### src/rtl/led_pattern_sequencer.sv
// Plays a windowed LED animation out of a synchronous-read pattern ROM, one hold period per frame.
// Define LED_SEQ_PINGPONG_EN to make loop playback bounce back and forth across the window.
//
// state | meaning
// IDLE  | waiting for start; leds keep the last frame
// FETCH | ROM read strobe for address base+idx
// WAIT  | ROM data returns; captured onto leds at the end of the cycle
// HOLD  | hold timer counts down, then pick the next frame
// DONE  | one-cycle completion pulse
module led_pattern_sequencer #(
  parameter int AW = 5,
  parameter int DW = 5,
  parameter int PW = 21
) (
  input  logic          clk,
  input  logic          resetn,
  input  logic          start,
  input  logic          stop,
  input  logic          loop,
  input  logic [AW-1:0] base,
  input  logic [AW-1:0] len,
  input  logic [PW-1:0] period,
  output logic          rom_en,
  output logic [AW-1:0] rom_addr,
  input  logic [DW-1:0] rom_data,
  output logic [DW-1:0] leds,
  output logic          busy,
  output logic          done
);

  localparam logic [2:0] S_IDLE  = 3'd0;
  localparam logic [2:0] S_FETCH = 3'd1;
  localparam logic [2:0] S_WAIT  = 3'd2;
  localparam logic [2:0] S_HOLD  = 3'd3;
  localparam logic [2:0] S_DONE  = 3'd4;

  logic [2:0]    state_q, state_d;
  logic [AW-1:0] base_q, base_d;
  logic [AW-1:0] last_q, last_d;
  logic [AW-1:0] idx_q, idx_d;
  logic [AW-1:0] addr_q, addr_d;
  logic          loop_q, loop_d;
  logic [PW-1:0] period_q, period_d;
  logic [PW-1:0] timer_q, timer_d;
  logic [DW-1:0] leds_q, leds_d;
  logic [AW-1:0] next_idx;
`ifdef LED_SEQ_PINGPONG_EN
  logic          dir_up_q, dir_up_d;
`endif

  always_comb begin
    state_d  = state_q;
    base_d   = base_q;
    last_d   = last_q;
    idx_d    = idx_q;
    addr_d   = addr_q;
    loop_d   = loop_q;
    period_d = period_q;
    timer_d  = timer_q;
    leds_d   = leds_q;
    next_idx = idx_q + AW'(1);
`ifdef LED_SEQ_PINGPONG_EN
    dir_up_d = dir_up_q;
`endif
    case (state_q)
      S_IDLE: begin
        if (start && !stop) begin
          base_d   = base;
          last_d   = (len == '0) ? '0 : len - AW'(1);
          loop_d   = loop;
          period_d = period;
          idx_d    = '0;
          addr_d   = base;
`ifdef LED_SEQ_PINGPONG_EN
          dir_up_d = 1'b1;
`endif
          state_d  = S_FETCH;
        end
      end
      S_FETCH: state_d = stop ? S_IDLE : S_WAIT;
      S_WAIT: begin
        if (stop) begin
          state_d = S_IDLE;
        end else begin
          leds_d  = rom_data;
          timer_d = period_q;
          state_d = S_HOLD;
        end
      end
      S_HOLD: begin
        if (stop) begin
          state_d = S_IDLE;
        end else if (timer_q != '0) begin
          timer_d = timer_q - PW'(1);
        end else if (idx_q == last_q && !loop_q) begin
          state_d = S_DONE;
        end else begin
          if (idx_q == last_q) next_idx = '0;
`ifdef LED_SEQ_PINGPONG_EN
          // Bounce only when the window has an interior frame; shorter windows loop plainly.
          if (loop_q && last_q >= AW'(2)) begin
            if (dir_up_q ? (idx_q == last_q) : (idx_q == '0)) dir_up_d = !dir_up_q;
            next_idx = dir_up_d ? idx_q + AW'(1) : idx_q - AW'(1);
          end
`endif
          idx_d   = next_idx;
          addr_d  = base_q + next_idx;
          state_d = S_FETCH;
        end
      end
      S_DONE:  state_d = S_IDLE;
      default: state_d = S_IDLE;
    endcase
  end

  always_ff @(posedge clk or negedge resetn) begin
    if (!resetn) begin
      state_q  <= S_IDLE;
      base_q   <= '0;
      last_q   <= '0;
      idx_q    <= '0;
      addr_q   <= '0;
      loop_q   <= 1'b0;
      period_q <= '0;
      timer_q  <= '0;
      leds_q   <= '0;
`ifdef LED_SEQ_PINGPONG_EN
      dir_up_q <= 1'b1;
`endif
    end else begin
      state_q  <= state_d;
      base_q   <= base_d;
      last_q   <= last_d;
      idx_q    <= idx_d;
      addr_q   <= addr_d;
      loop_q   <= loop_d;
      period_q <= period_d;
      timer_q  <= timer_d;
      leds_q   <= leds_d;
`ifdef LED_SEQ_PINGPONG_EN
      dir_up_q <= dir_up_d;
`endif
    end
  end

  assign rom_en   = (state_q == S_FETCH);
  assign rom_addr = addr_q;
  assign leds     = leds_q;
  assign busy     = (state_q != S_IDLE);
  assign done     = (state_q == S_DONE);

endmodule
### config.mk
export PLATFORM = sky130hd
export DESIGN_NAME = led_pattern_sequencer
export DESIGN_NICKNAME = d
export VERILOG_FILES = /design/src/rtl/led_pattern_sequencer.sv
export SDC_FILE = /design/constraint.sdc
export NUM_CORES = 1
export LEC_CHECK = 0
export ABC_CLOCK_PERIOD_IN_PS = 5400
export CAP_MARGIN = 20
export CORE_AREA = 10 10 127 95
export DETAILED_ROUTE_END_ITERATION = 16
export DIE_AREA = 0 0 137 105
export HOLD_SLACK_MARGIN = 0.02
export MAX_ROUTING_LAYER = met4
export SYNTH_ARGS = -nofsm -noshare
export SYNTH_HDL_FRONTEND = slang
export SYNTH_SLANG_ARGS = --single-unit
### constraint.sdc
create_clock -name clk -period 5.4 [get_ports clk]
set_input_delay 1.62 -clock clk [delete_from_list [all_inputs] [get_ports clk]]
set_output_delay 1.62 -clock clk [all_outputs]
set_load 0.01 [all_outputs]
**Yosys cells after proc, flatten, opt, wreduce, memory -nomap -nowiden**

Index checks and enable logic that the tools add are counted.

- Bits in registers: 71
- Input bits: 41
- Output and inout bits: 13
- Word-level logic and storage cells: 68

- Add/subtract/negate cells: 4
- Equality and inequality tests: 12
- Muxes and demuxes: 27
- Bitwise gates (word level): 1
- Reductions and logical operators: 15

Operator list:

| cell | count |
|---|---|
| 2-to-1 mux 5 bit | 14 |
| 2-to-1 mux 21 bit | 3 |
| case mux 21 bit (2 select lines) | 1 |
| nonzero test 21 bit | 1 |
| subtractor 21 x 1 -> 21 bit, second input constant | 1 |
| case mux 5 bit (2 select lines) | 2 |
| 2-to-1 mux 3 bit | 4 |
| != test 2 bit, second input constant | 6 |
| case mux 3 bit (4 select lines) | 1 |
| equality test 3 x 2 -> 1 bit, second input constant | 2 |
| AND reduction 2 bit | 3 |
| adder 5 x 1 -> 5 bit, second input constant | 1 |
| adder 5 bit | 1 |
| equality test 5 bit | 1 |
| zero test 5 bit | 1 |
| AND reduction 5 bit | 1 |
| subtractor 5 x 1 -> 5 bit, second input constant | 1 |
| 2-to-1 mux 2 bit | 2 |
| AND reduction 4 bit | 1 |
| nonzero test 2 bit | 2 |
| equality test 3 x 1 -> 1 bit, second input constant | 1 |
| equality test 3 bit, second input constant | 1 |
| zero test 3 bit | 1 |
| != test 3 bit, second input constant | 1 |
| 4 further kinds | 6 |

**Logic depth before layout (Yosys ltp)**

- Word-level depth: 11
- Gate-level depth with buffers: 11
- Depth with buffers taken out: 10

**Worst setup path before layout**

Ideal clock, no wire load.

- Kind: input -> register
- Start: in stop
- End: reg loop_q
- Library setup time: 125 ps
- Data arrival time: 2700 ps
- Data required time: 5275 ps
- Slack: 2575 ps
- Cell stages on the path: 4
- Buffers on the path: 1
- Cells stage by stage: nor2_1 > nand3_1 > clkbuf_1 > mux2_2

- Cells in the longest elaborated chain, start to end: 3

Ends and longest elaborated chain:

| item | RTL line | text |
|---|---|---|
| from (decl) | 18 | `input logic stop,` |
| zero test 1 bit | 67 | `if (start && !stop) begin` |
| logical AND 1 bit | 67 |  |
| AND reduction 2 bit (no source line) | - |  |
| to (signal assigned) | 136 | `loop_q <= loop_d;` |
| to (decl) | 42 | `logic loop_q, loop_d;` |

No other way between the ends.
A chain may end at the register's enable or synchronous reset.

**Worst setup path after layout**

- Start: reg state_q[0]
- End: out rom_en

- Cells in the longest elaborated chain, start to end: 1

Ends and longest elaborated chain:

| item | RTL line | text |
|---|---|---|
| from (decl) | 37 | `logic [2:0] state_q, state_d;` |
| from (signal assigned) | 131 | `state_q <= state_d;` |
| equality test 3 x 1 -> 1 bit | 146 | `assign rom_en = (state_q == S_FETCH);` |
| to (decl) | 23 | `output logic rom_en,` |

No other way between the ends.

==> PnR_summary.wiki <==
{| class="wikitable"
! Metric !! Value
|-
| Worst hold path class || reg2reg
|-
| Hold path startpoint || rom_addr[1]
|-
| Setup violation total in the final timing report || 0
|-
| Area Overhead vs Synth || 25.7%
|-
| Area of the die || around 0.014 sq mm
|-
| PD cells || 375 mW/mm^2
|-
| Commonest cells post-synth || dfrtp_1, nand2_1, a21oi_1, nor2_1, o21ai_0
|-
| FF-to-FF Start || idx_q[0]
|-
| Flip-flop and latch count after synthesis || approximately 70
|-
| Fraction of post-synthesis cell area in the top cell type by area || approximately half
|-
| Number of enable flip-flop cells after synthesis || 0
|-
| Clock root buffer master || clkbuf_16
|-
| Setup Crit Path Kind || reg2out
|-
| Leak Pwr || ~1.9 nW
|-
| Number of cell rows || 30
|-
| Most instantiated library cell after synthesis || dfrtp_1
|-
| Transition time at the pin with the least slew margin || 723 ps
|-
| Crit-path max FO || 10
|-
| Clock Path Buffers || 2
|-
| Number of buffers inserted during clock tree synthesis || 9
|-
| CTS clk-pin slew, worst paths || around 50 ps
|-
| Via count of the routed design || between 2000 and 3000
|-
| Htree depth || 3
|-
| Sum of routed wire length over all layers || 8710 um
|-
| Routed length per placed instance || between 15 and 20 um
|-
| Maximum clock frequency || 0.299 GHz
|-
| Worst voltage drop across the vdd grid || roughly 0.00023 V
|-
| Slowest cell on the critical path || clkdlybuf4s50_1
|-
| CTS sink count || 71
|-
| Skew-Pair Late Insertion Delay || between 300 and 400 ps
|-
| Global-route wire length before repair || 14500 um
|-
| Smallest hold slack || 486 ps
|-
| Number of antenna diodes || 0
|-
| Number of DRC markers in iteration 0 || approximately 230
|-
| Reported max-cap violation count || 0
|-
| Post-Place Cells || 540
|-
| Type of origin of the critical path || register
|-
| Avg Cell Area, Syn || 9.84 sq um
|-
| Count of endpoints failing hold in the final timing report || 0
|-
| Number of non-filler instances in the completed layout || 556
|-
| Final worst-path setup slack || 2050 ps
|-
| Placer congestion estimate || 0.811
|-
| HPWL reported at the end of detailed placement || 6080 um
|-
| Number of global-route vias before repair || 2915
|-
| Combined global-route utilization of all metal layers || 12.7%
|-
| Setup repair after global routing missed its margin || no
|-
| Number of design rule violations left after detail routing || 0
|-
| Total Neg Setup Slack || 0 ps
|-
| Floorplan core area || 0.00953 sq mm
|-
| Post-cts repair resize count || 0
|-
| Time the worst path needs with I/O delays and setup || 3350 ps
|-
| Largest stage delay, worst path || 590 ps
|-
| Synthesized netlist net count || 421
|-
| Cell types occupying the most area after synthesis || dfrtp_1, mux2_2, a21oi_1, o21ai_0, nand2_1
|-
| Effective utilization at floorplan || 38.4%
|-
| Cell Area, Synth || 0.00366 sq mm
|-
| Post-Place Worst Slack || ~1800 ps
|-
| Crit-path cells || inv_1 > nor3_1 > clkdlybuf4s50_1
|-
| Fraction of the yosys area taken by sequential cells || 48.5%
|-
| Arrival time reported for the critical path endpoint || 1730 ps
|-
| Cells after synthesis || 372
|-
| Post-CTS Repair Setup Buffers || 0
|-
| Largest net degree at the start of global routing || 45
|-
| Fraction of final layout cells sized beyond drive strength 1 || between 10% and 20%
|-
| Tightest slew margin relative to the limit || 51.1%
|-
| # nets final || between 400 and 500
|-
| Detailed-routing iteration count for the pre-antenna-repair pass || 4
|-
| Main synth FF type || dfrtp_1
|-
| Final ANT Viol Nets || 0
|-
| Biggest area consumer among synthesized cells || dfrtp_1
|-
| TritonCTS clock tree || yes
|-
| Die Ht || 105 um
|-
| Proportion of synthesized flip-flops having asynchronous set or reset || 100%
|-
| Kind of capture point of the worst setup path || primary output
|-
| Req. time, crit path || 3780 ps
|-
| Crit path from || state_q[0]
|-
| Worst clock skew on the final layout || 6.47 ps
|-
| Run status || finished clean
|-
| Die boundary width || 137 um
|-
| Cts-stage hold buffer count || 0
|-
| # port buffers || 53
|-
| Remaining global-route overflow || 0
|-
| Number of warnings issued by yosys || 0
|-
| Share of the clock period used by the worst path || 62.0%
|-
| Number of pins exceeding their max-slew limit in the final report || 0
|-
| Distinct cells, synth || 47
|-
| Detailed-route vias per instance || about 5.3
|-
| Number of top-level pins || 54
|-
| Initial antenna violation count || 0
|}
==> per-stage QoR <==
step	total power (W)	utilization, %	area (sq um)
floorplan	0.00104	-	3660
global placement	0.00120	45.4	4330
detailed placement	0.00121	45.4	4330
CTS	0.00174	48.1	4580
global route	0.00183	48.3	4600
finish	0.00173	48.3	4600
==> layout by cell type, fill, tap and decap left out, drive strengths merged, types with 2 or more instances in the layout <==
master	count
ha	7
inv	8
xnor2	5
nor4b	2
mux2	32
clkdlybuf4s50	52
nand3	10
buf	7
o211ai	2
o31ai	2
a31oi	2
or3	3
o22ai	5
or4	4
a22oi	2
clkbuf	14
and2	3
o32ai	3
o21ai	33
nand2	37
mux2i	4
dfrtp	71
o41ai	5
o2bb2ai	3
nor4	3
nor2	33
a21oi	35
nand2b	3
nor3	13
xor2	7
==> per-layer routing <==
metal	wire length [um]	track usage, %	vias up
met3	570	3.64	5
met2	3700	17.3	81
met5	0	-	-
met4	77	4.80	0
met1	4350	17.2	1410
li1	-	-	1452
==> sequential cells by signal, summed over array words and instances (netlist names) <==
name      flops
period_q     21
timer_q      21
base_q        5
idx_q         5
last_q        5
leds          5
rom_addr      5
state_q       3
loop_q        1
==> cell type report <==
class                      instances  area, sq um
clock buffer                      14          254
timing repair buffer              59          583
multi-input combinational        275         1800
sequential                        71         1780
fill                             892         4930
tap                              128          160
inverter                           8         30.0
clock inverter                     1         5.00
==> logic make-up (layout without fill, tap and decap cells) <==
group | Yosys count | count (layout) | share of synthesized area, %
muxes | 36 | 36 | 10.9
DFF | 71 | 71 | 48.5
and+or+nand+nor | 119 | 119 | 15.6
adders and majority gates | 9 | 9 | 3.21
xor gates and xnor gates | 12 | 12 | 2.87
AOI/OAI and AO/OA | 99 | 99 | 16.2
buffers and inverters | 26 | 82 | 2.66
==> worst paths after layout <==
kind | endpoint | slack, ps | cells past startpoint
min reg2reg | rom_addr[1] | 490 | 2
min | rom_addr[1] | 490 | 2
max reg2reg | rom_addr[4] | 2260 | 9
max | rom_en | 2050 | 3
min in group asynchronous | rom_addr[2] | 1220 | 1
max in group asynchronous | timer_q[13] | 3460 | 2
==> critical path: cells and delay by family (launching register included) <==
| kind | cells | cell delay [ps] |
|---|---|---|
| simple gates | 1 | 180 |
| buf+inv | 2 | 720 |
| flops | 1 | 500 |
==> where the power goes <==
part / leakage [nW] / internal, W / total, W / switching, W
registers: 0.859 / 0.000671 / 0.000795 / 0.000124
logic: 0.868 / 0.000219 / 0.000409 / 0.000191
clock network: 0.127 / 0.000320 / 0.000524 / 0.000203
total: 1.85 / 0.00121 / 0.00173 / 0.000518
No activity file was read; power rests on OpenSTA's default activity.
